--- src/rtl/id_ex_stage_pkg.sv ---
// Shared control-bundle types for the ID/EX boundary: decoded control fields,
// the bubble constant, and the datapath payload carried alongside the control.
package id_ex_stage_pkg;

    localparam int unsigned PKG_XLEN  = 32;
    localparam int unsigned REG_IDX_W = 5;

    typedef enum logic [3:0] {
        ALU_ADD, ALU_SUB, ALU_AND, ALU_OR, ALU_XOR,
        ALU_SLL, ALU_SRL, ALU_SRA, ALU_SLT, ALU_SLTU
    } alu_op_t;

    typedef enum logic [2:0] {
        IMM_NONE, IMM_I, IMM_S, IMM_B, IMM_U, IMM_J
    } imm_sel_t;

    typedef enum logic [1:0] {
        SRC_A_RS1, SRC_A_PC, SRC_A_ZERO, SRC_A_MEMWB
    } src_a_sel_t;

    typedef enum logic [1:0] {
        SRC_B_RS2, SRC_B_IMM, SRC_B_FOUR, SRC_B_MEMWB
    } src_b_sel_t;

    typedef enum logic [1:0] {
        WB_FROM_ALU, WB_FROM_MEM, WB_FROM_PC4
    } wb_sel_t;

    typedef enum logic [3:0] {
        BR_NONE, BR_EQ, BR_NE, BR_LT, BR_GE, BR_LTU, BR_GEU, BR_JAL, BR_JALR
    } branch_type_t;

    typedef enum logic [3:0] {
        OP_NOP, OP_R_TYPE, OP_I_TYPE, OP_LOAD, OP_STORE,
        OP_BRANCH, OP_JAL, OP_JALR, OP_LUI, OP_AUIPC
    } instr_type_t;

    typedef struct packed {
        alu_op_t                alu_op;
        logic                   regwen;
        imm_sel_t               imm_sel;
        src_a_sel_t             A_sel;
        src_b_sel_t             B_sel;
        wb_sel_t                wb_sel;
        branch_type_t           branch_type;
        instr_type_t            instruction_type;
        logic [REG_IDX_W-1:0]   rs1;
        logic [REG_IDX_W-1:0]   rs2;
        logic [REG_IDX_W-1:0]   rd;
    } control_signals_t;

    // Harmless no-op: never writes a register and never redirects.
    localparam control_signals_t CTRL_BUBBLE = '{
        alu_op:           ALU_ADD,
        regwen:           1'b0,
        imm_sel:          IMM_NONE,
        A_sel:            SRC_A_ZERO,
        B_sel:            SRC_B_RS2,
        wb_sel:           WB_FROM_ALU,
        branch_type:      BR_NONE,
        instruction_type: OP_NOP,
        rs1:              '0,
        rs2:              '0,
        rd:               '0
    };

    typedef struct packed {
        logic [PKG_XLEN-1:0] pc;
        logic [PKG_XLEN-1:0] rs1_data;
        logic [PKG_XLEN-1:0] rs2_data;
        logic [PKG_XLEN-1:0] imm;
    } id_ex_payload_t;

endpackage

--- src/rtl/id_ex_stage_load_use_detect.sv ---
// Combinational load-use hazard detection between the ID instruction and a
// load currently sitting in EX.
module load_use_detect
    import id_ex_stage_pkg::*;
(
    input  logic             id_valid,
    input  control_signals_t id_ctrl,
    input  logic             ex_valid,
    input  control_signals_t ex_ctrl,
    output logic             load_use_c
);

    logic rs1_used;
    logic rs2_used;
    logic ex_is_load_wr;

    always_comb begin
        rs1_used = 1'b1;
        rs2_used = 1'b0;
        case (id_ctrl.instruction_type)
            OP_LUI, OP_AUIPC, OP_JAL, OP_NOP: rs1_used = 1'b0;
            default:                          rs1_used = 1'b1;
        endcase
        case (id_ctrl.instruction_type)
            OP_R_TYPE, OP_STORE, OP_BRANCH: rs2_used = 1'b1;
            default:                        rs2_used = 1'b0;
        endcase
    end

    // x0 is never a real destination, so a load to x0 cannot create a hazard.
    assign ex_is_load_wr = ex_valid && (ex_ctrl.instruction_type == OP_LOAD)
                           && ex_ctrl.regwen && (ex_ctrl.rd != '0);

    assign load_use_c = id_valid && ex_is_load_wr
                        && ((rs1_used && (id_ctrl.rs1 == ex_ctrl.rd))
                         || (rs2_used && (id_ctrl.rs2 == ex_ctrl.rd)));

endmodule

--- src/rtl/id_ex_stage.sv ---
// ID/EX pipeline register with load-use bubble insertion, EX backpressure,
// flush handling and a saturating load-use stall counter.
module id_ex_stage
    import id_ex_stage_pkg::*;
#(
    parameter int unsigned XLEN        = PKG_XLEN,
    parameter int unsigned STALL_CNT_W = 16
) (
    input  logic                   clk,
    input  logic                   rst_n,
    input  logic                   id_valid,
    input  control_signals_t       id_ctrl,
    input  logic [XLEN-1:0]        id_pc,
    input  logic [XLEN-1:0]        id_rs1_data,
    input  logic [XLEN-1:0]        id_rs2_data,
    input  logic [XLEN-1:0]        id_imm,
    input  logic                   flush,
    input  logic                   ex_ready,
    output logic                   id_stall,
    output logic                   ex_valid,
    output control_signals_t       ex_ctrl,
    output logic [XLEN-1:0]        ex_pc,
    output logic [XLEN-1:0]        ex_rs1_data,
    output logic [XLEN-1:0]        ex_rs2_data,
    output logic [XLEN-1:0]        ex_imm,
    output logic [STALL_CNT_W-1:0] stall_count
);

    logic                   valid_q, valid_d;
    control_signals_t       ctrl_q, ctrl_d;
    id_ex_payload_t         payload_q, payload_d;
    logic [STALL_CNT_W-1:0] cnt_q, cnt_d;
    logic                   load_use;

    load_use_detect u_load_use_detect (
        .id_valid   (id_valid),
        .id_ctrl    (id_ctrl),
        .ex_valid   (valid_q),
        .ex_ctrl    (ctrl_q),
        .load_use_c (load_use)
    );

    // A flush kills the ID instruction anyway, so there is nothing to freeze.
    assign id_stall = !flush && (load_use || !ex_ready);

    // Priority: flush, then backpressure hold, then load-use bubble, then capture.
    always_comb begin
        valid_d   = valid_q;
        ctrl_d    = ctrl_q;
        payload_d = payload_q;
        cnt_d     = cnt_q;
        if (flush) begin
            valid_d = 1'b0;
            ctrl_d  = CTRL_BUBBLE;
        end else if (!ex_ready) begin
            valid_d = valid_q;
        end else if (load_use) begin
            valid_d = 1'b0;
            ctrl_d  = CTRL_BUBBLE;
            if (cnt_q != '1) begin
                cnt_d = cnt_q + STALL_CNT_W'(1);
            end
        end else begin
            valid_d            = id_valid;
            ctrl_d             = id_valid ? id_ctrl : CTRL_BUBBLE;
            payload_d.pc       = PKG_XLEN'(id_pc);
            payload_d.rs1_data = PKG_XLEN'(id_rs1_data);
            payload_d.rs2_data = PKG_XLEN'(id_rs2_data);
            payload_d.imm      = PKG_XLEN'(id_imm);
        end
    end

    always_ff @(posedge clk or negedge rst_n) begin
        if (!rst_n) begin
            valid_q   <= 1'b0;
            ctrl_q    <= CTRL_BUBBLE;
            payload_q <= '0;
            cnt_q     <= '0;
        end else begin
            valid_q   <= valid_d;
            ctrl_q    <= ctrl_d;
            payload_q <= payload_d;
            cnt_q     <= cnt_d;
        end
    end

    assign ex_valid    = valid_q;
    assign ex_ctrl     = ctrl_q;
    assign ex_pc       = XLEN'(payload_q.pc);
    assign ex_rs1_data = XLEN'(payload_q.rs1_data);
    assign ex_rs2_data = XLEN'(payload_q.rs2_data);
    assign ex_imm      = XLEN'(payload_q.imm);
    assign stall_count = cnt_q;

endmodule

--- config.mk ---
export PLATFORM = sky130hd
export DESIGN_NAME = id_ex_stage
export DESIGN_NICKNAME = d
export VERILOG_FILES = /design/src/rtl/id_ex_stage_pkg.sv /design/src/rtl/id_ex_stage_load_use_detect.sv /design/src/rtl/id_ex_stage.sv
export SDC_FILE = /design/constraint.sdc
export NUM_CORES = 1
export LEC_CHECK = 0
export CORE_AREA = 3 3 135 137
export CTS_BUF_LIST = sky130_fd_sc_hd__clkbuf_8
export DETAILED_ROUTE_END_ITERATION = 10
export DIE_AREA = 0 0 138 140
export PLACE_DENSITY = 0.92
export SETUP_SLACK_MARGIN = 0.2
export SLEW_MARGIN = 0
export SYNTH_ARGS = -nofsm -noshare
export SYNTH_HDL_FRONTEND = slang
export SYNTH_SLANG_ARGS = --single-unit
--- constraint.sdc ---
create_clock -name clk -period 5.3 [get_ports clk]
set_clock_uncertainty 0.1 [all_clocks]
set_input_delay 0.53 -clock clk [delete_from_list [all_inputs] [get_ports clk]]
set_output_delay 0.53 -clock clk [all_outputs]
set_load 0.02 [all_outputs]
==> Flow_metrics.wiki <==
{| class="wikitable"
! Metric !! Value
|-
| Final weighted congestion of routability-driven global placement || 0.812
|-
| Average wire per standard cell || 19.4 um
|-
| Number of enable flip-flop cells after synthesis || 0
|-
| Rel. slew slack || 46.4%
|-
| Number of placement rows || 48
|-
| Maximum number of pins on one net before global-route repair || 110
|-
| Data arrival time of the worst path || 2.98 ns
|-
| Count leader, synth || sky130_fd_sc_hd__dfrtp_1
|-
| Peak fanout along the critical path || 39
|-
| Die Height || 140 um
|-
| Total wire length || 20,300 um
|-
| CTS tree || built
|-
| Number of global-route vias before repair || 5,534
|-
| Post-Syn Nets || 634
|-
| # diodes || 0
|-
| Synthesis Warnings || 0
|-
| Die width || 138 um
|-
| Violation count after the first detailed-routing iteration || 193
|-
| Number of detailed-routing iterations run before antenna repair || 4
|-
| Clock transition time at the flip-flop clock pins of the worst setup and hold paths || 0.09 ns
|-
| Leading cell types by total area after synthesis || sky130_fd_sc_hd__dfrtp_1, sky130_fd_sc_hd__mux2_1, sky130_fd_sc_hd__a32o_1
|-
| Pwr dens || 306 nW/um^2
|-
| Ratio of final minimum period to clock period || 68.0%
|-
| Master cell of the clock root buffer || sky130_fd_sc_hd__clkbuf_8
|-
| Proportion of netlist area held by the largest area contributor || 62.7%
|-
| Total instance count after detailed placement || 1,016
|-
| Crit path top cell by count || sky130_fd_sc_hd__clkdlybuf4s50_1
|-
| Worst setup path startpoint || id_valid
|-
| CP cell instances || clkdlybuf4s50_1 > buf_4 > nand4b_1 > nor3_1 > o221ai_2 > a21oi_1 > clkdlybuf4s50_1
|-
| Clock Sinks || 182
|-
| Maximum level of the CTS H-tree || 4
|-
| Non-filler cells, final || 1,049
|-
| Floorplan Core Area || 17,200 sq um
|-
| Synthesized instance count || 463
|-
| Finished Core Util || 65.3%
|-
| Area delta synth->final || 55.5%
|-
| Leading cell types by count after synthesis || sky130_fd_sc_hd__dfrtp_1, sky130_fd_sc_hd__mux2_1, sky130_fd_sc_hd__a32o_1
|-
| Total via count in the routed design || 5,249
|-
| Global-route usage over all layers || 20.6%
|-
| Total CTS buffers || 17
|-
| Antenna Violating Nets Remaining || 0
|-
| Slowest cell on crit path || sky130_fd_sc_hd__clkdlybuf4s50_1
|-
| Sequential fraction of the synthesis area || 63.1%
|-
| Setup fix buffers added after clock tree synthesis || 0
|-
| Hold bufs inserted after CTS || 1
|-
| Global-route wire length before repair || 31,400 um
|-
| Worst min-delay path category || flop to flop
|-
| Cell taking the most area after synthesis || sky130_fd_sc_hd__dfrtp_1
|-
| Kind of end point of the critical path || output pin
|-
| Minimum period implied by the final worst setup slack || 3.61 ns
|-
| Critical path data required time || 4.67 ns
|-
| Count of endpoints failing hold in the final timing report || 0
|-
| Worst skew pair latency || 0.45 ns
|-
| Accumulated negative setup slack || 0 ns
|-
| Mean area per synthesized cell || 15.6 sq um
|-
| Post-layout net count || 982
|-
| Reg2Reg Launch Point || ex_ctrl[0]
|-
| Type of the setup path with the least slack || input port to output pin
|-
| End point of the critical path || id_stall
|-
| Critical Path Start Type || input port
|-
| Initial antenna violation count || 0
|-
| Unrepaired setup endpoints after global routing || false
|-
| Residual DRC count || 0
|-
| Total area of multi-input combinational cells || 2370 sq um
|-
| Maximum clock frequency || 277 MHz
|-
| Number of ports placed on the die boundary || 353
|-
| Filler cells || 1,234
|-
| IO Port Bufs || 352
|-
| Number of cells on the worst reg-to-reg path || 5
|-
| Initial Utilization || 42.0%
|-
| Register area || 4560 sq um
|-
| Max-slew violations || 0
|-
| Total standard cell area after synthesis || 7220 sq um
|-
| Static leakage power || 4.65 nW
|-
| Final Hold Slack || 0.391 ns
|-
| Worst Max-Slew Pin Slew || 0.804 ns
|-
| Total setup violations reported at the end of the flow || 0
|-
| Layout cell share with drive strength beyond 1 || 8.50%
|-
| DP HPWL || 15,100 um
|-
| Peak supply drop || 0.000166 V
|-
| Number of max-capacitance violations reported || 0
|-
| Average vias per placed instance || 5.00
|-
| Clock buffer depth || 2
|-
| Delay of the slowest cell on the worst path || 0.63 ns
|-
| Area of the die || 19,300 sq um
|-
| Synth Register Bits || 182
|-
| Post-layout power || 3.43 mW
|-
| Post-synthesis async set-or-reset flop share || 100%
|-
| Prevailing post-synth register cell || sky130_fd_sc_hd__dfrtp_1
|-
| Capturing point of the worst reg2reg path || ex_pc[11]
|-
| Internal reg-to-reg setup slack || 2.19 ns
|-
| Number of library cell types mapped by synthesis || 37
|-
| Number of gates resized after cts || 0
|-
| Grt ovf || 0
|-
| Status || complete, no violations
|}
[area by class of cell]
type	instances	area share, %
sequential	182	40.6
clock inverter	13	1.07
multi-input combinational	246	21.1
inverter	6	0.201
timing repair buffer	358	32.2
tap	225	2.51
clock buffer	19	2.33
[registers in the layout (all words and copies together) (netlist names)]
name and flops:
ex_ctrl 37, ex_imm 32, ex_pc 32, ex_rs1_data 32, ex_rs2_data 32, ex_valid 1, stall_count 16
[worst min path at each step]
stage                          from              end  slack [ns]  cells after the start
CTS                        ex_pc[2]         ex_pc[2]        0.40                      1
finish                     ex_pc[2]         ex_pc[2]        0.39                      1
global route             ex_imm[27]       ex_imm[27]        0.40                      1
floorplan                     rst_n       ex_ctrl[0]        0.13                      0
global placement    ex_rs1_data[22]  ex_rs1_data[22]        0.37                      1
detailed placement        ex_imm[2]        ex_imm[2]        0.37                      1
[worst max-delay path: cells and delay by family]
| family | cells | cell delay (ns) |
|---|---|---|
| compound gates | 2 | 0.60 |
| buf+inv | 3 | 1.45 |
| simple gates | 2 | 0.38 |
[cell usage in the layout (no fill, tap or decap), types with 3 or more instances in the layout]
master                            instances
sky130_fd_sc_hd__a32o_1                  36
sky130_fd_sc_hd__dfrtp_1                181
sky130_fd_sc_hd__clkinvlp_4               4
sky130_fd_sc_hd__xor2_1                  15
sky130_fd_sc_hd__nor3_1                  11
sky130_fd_sc_hd__nor2_1                   5
sky130_fd_sc_hd__nand2_1                  7
sky130_fd_sc_hd__inv_1                    7
sky130_fd_sc_hd__clkbuf_8                19
sky130_fd_sc_hd__inv_6                    4
sky130_fd_sc_hd__buf_12                   3
sky130_fd_sc_hd__clkdlybuf4s50_1        351
sky130_fd_sc_hd__mux2_2                  27
sky130_fd_sc_hd__mux2_1                 102
sky130_fd_sc_hd__xnor2_1                 10
sky130_fd_sc_hd__nor4_1                   5
sky130_fd_sc_hd__nand3_1                  6
[metal layers]
layer / vias to the layer above / share of wire [%] / wire length, um / GRT usage (%)
li1: 2376 / - / - / -
met5: - / 0 / 0 / 0
met1: 2579 / 37 / 7490 / 22.9
met4: 0 / 2.4 / 496 / 6.97
met2: 261 / 52 / 10700 / 36.8
met3: 33 / 8.3 / 1680 / 7.41
[cells by family after synthesis]
family / count (synthesis) / share of synthesized area (%)
buffers and inverters: 35 / 4.07
XOR/XNOR: 25 / 3.03
AO/OA/AOI/OAI: 44 / 5.91
multiplexers: 129 / 20.1
flip-flops: 182 / 63.1
AND/OR/NAND/NOR: 47 / 3.57
adder cells (fa/ha/maj): 1 / 0.173
[stage by stage]
step / setup slack [ns] / area [sq um]
after floorplan: 2.83 / 7220
after global placement: 1.72 / 10800
after detailed placement: 1.69 / 10800
after CTS: 1.68 / 11200
after global routing: 1.55 / 11200
final: 1.69 / 11200
[report_power, final]
part | internal (mW) | switching [mW] | leakage, nW | total, mW
clock network | 0.403 | 0.516 | 0.189 | 0.919
registers | 1.54 | 0.0833 | 2.22 | 1.63
logic | 0.479 | 0.407 | 2.24 | 0.885
total | 2.42 | 1.01 | 4.65 | 3.43
Power figures use the tool's default switching activity.
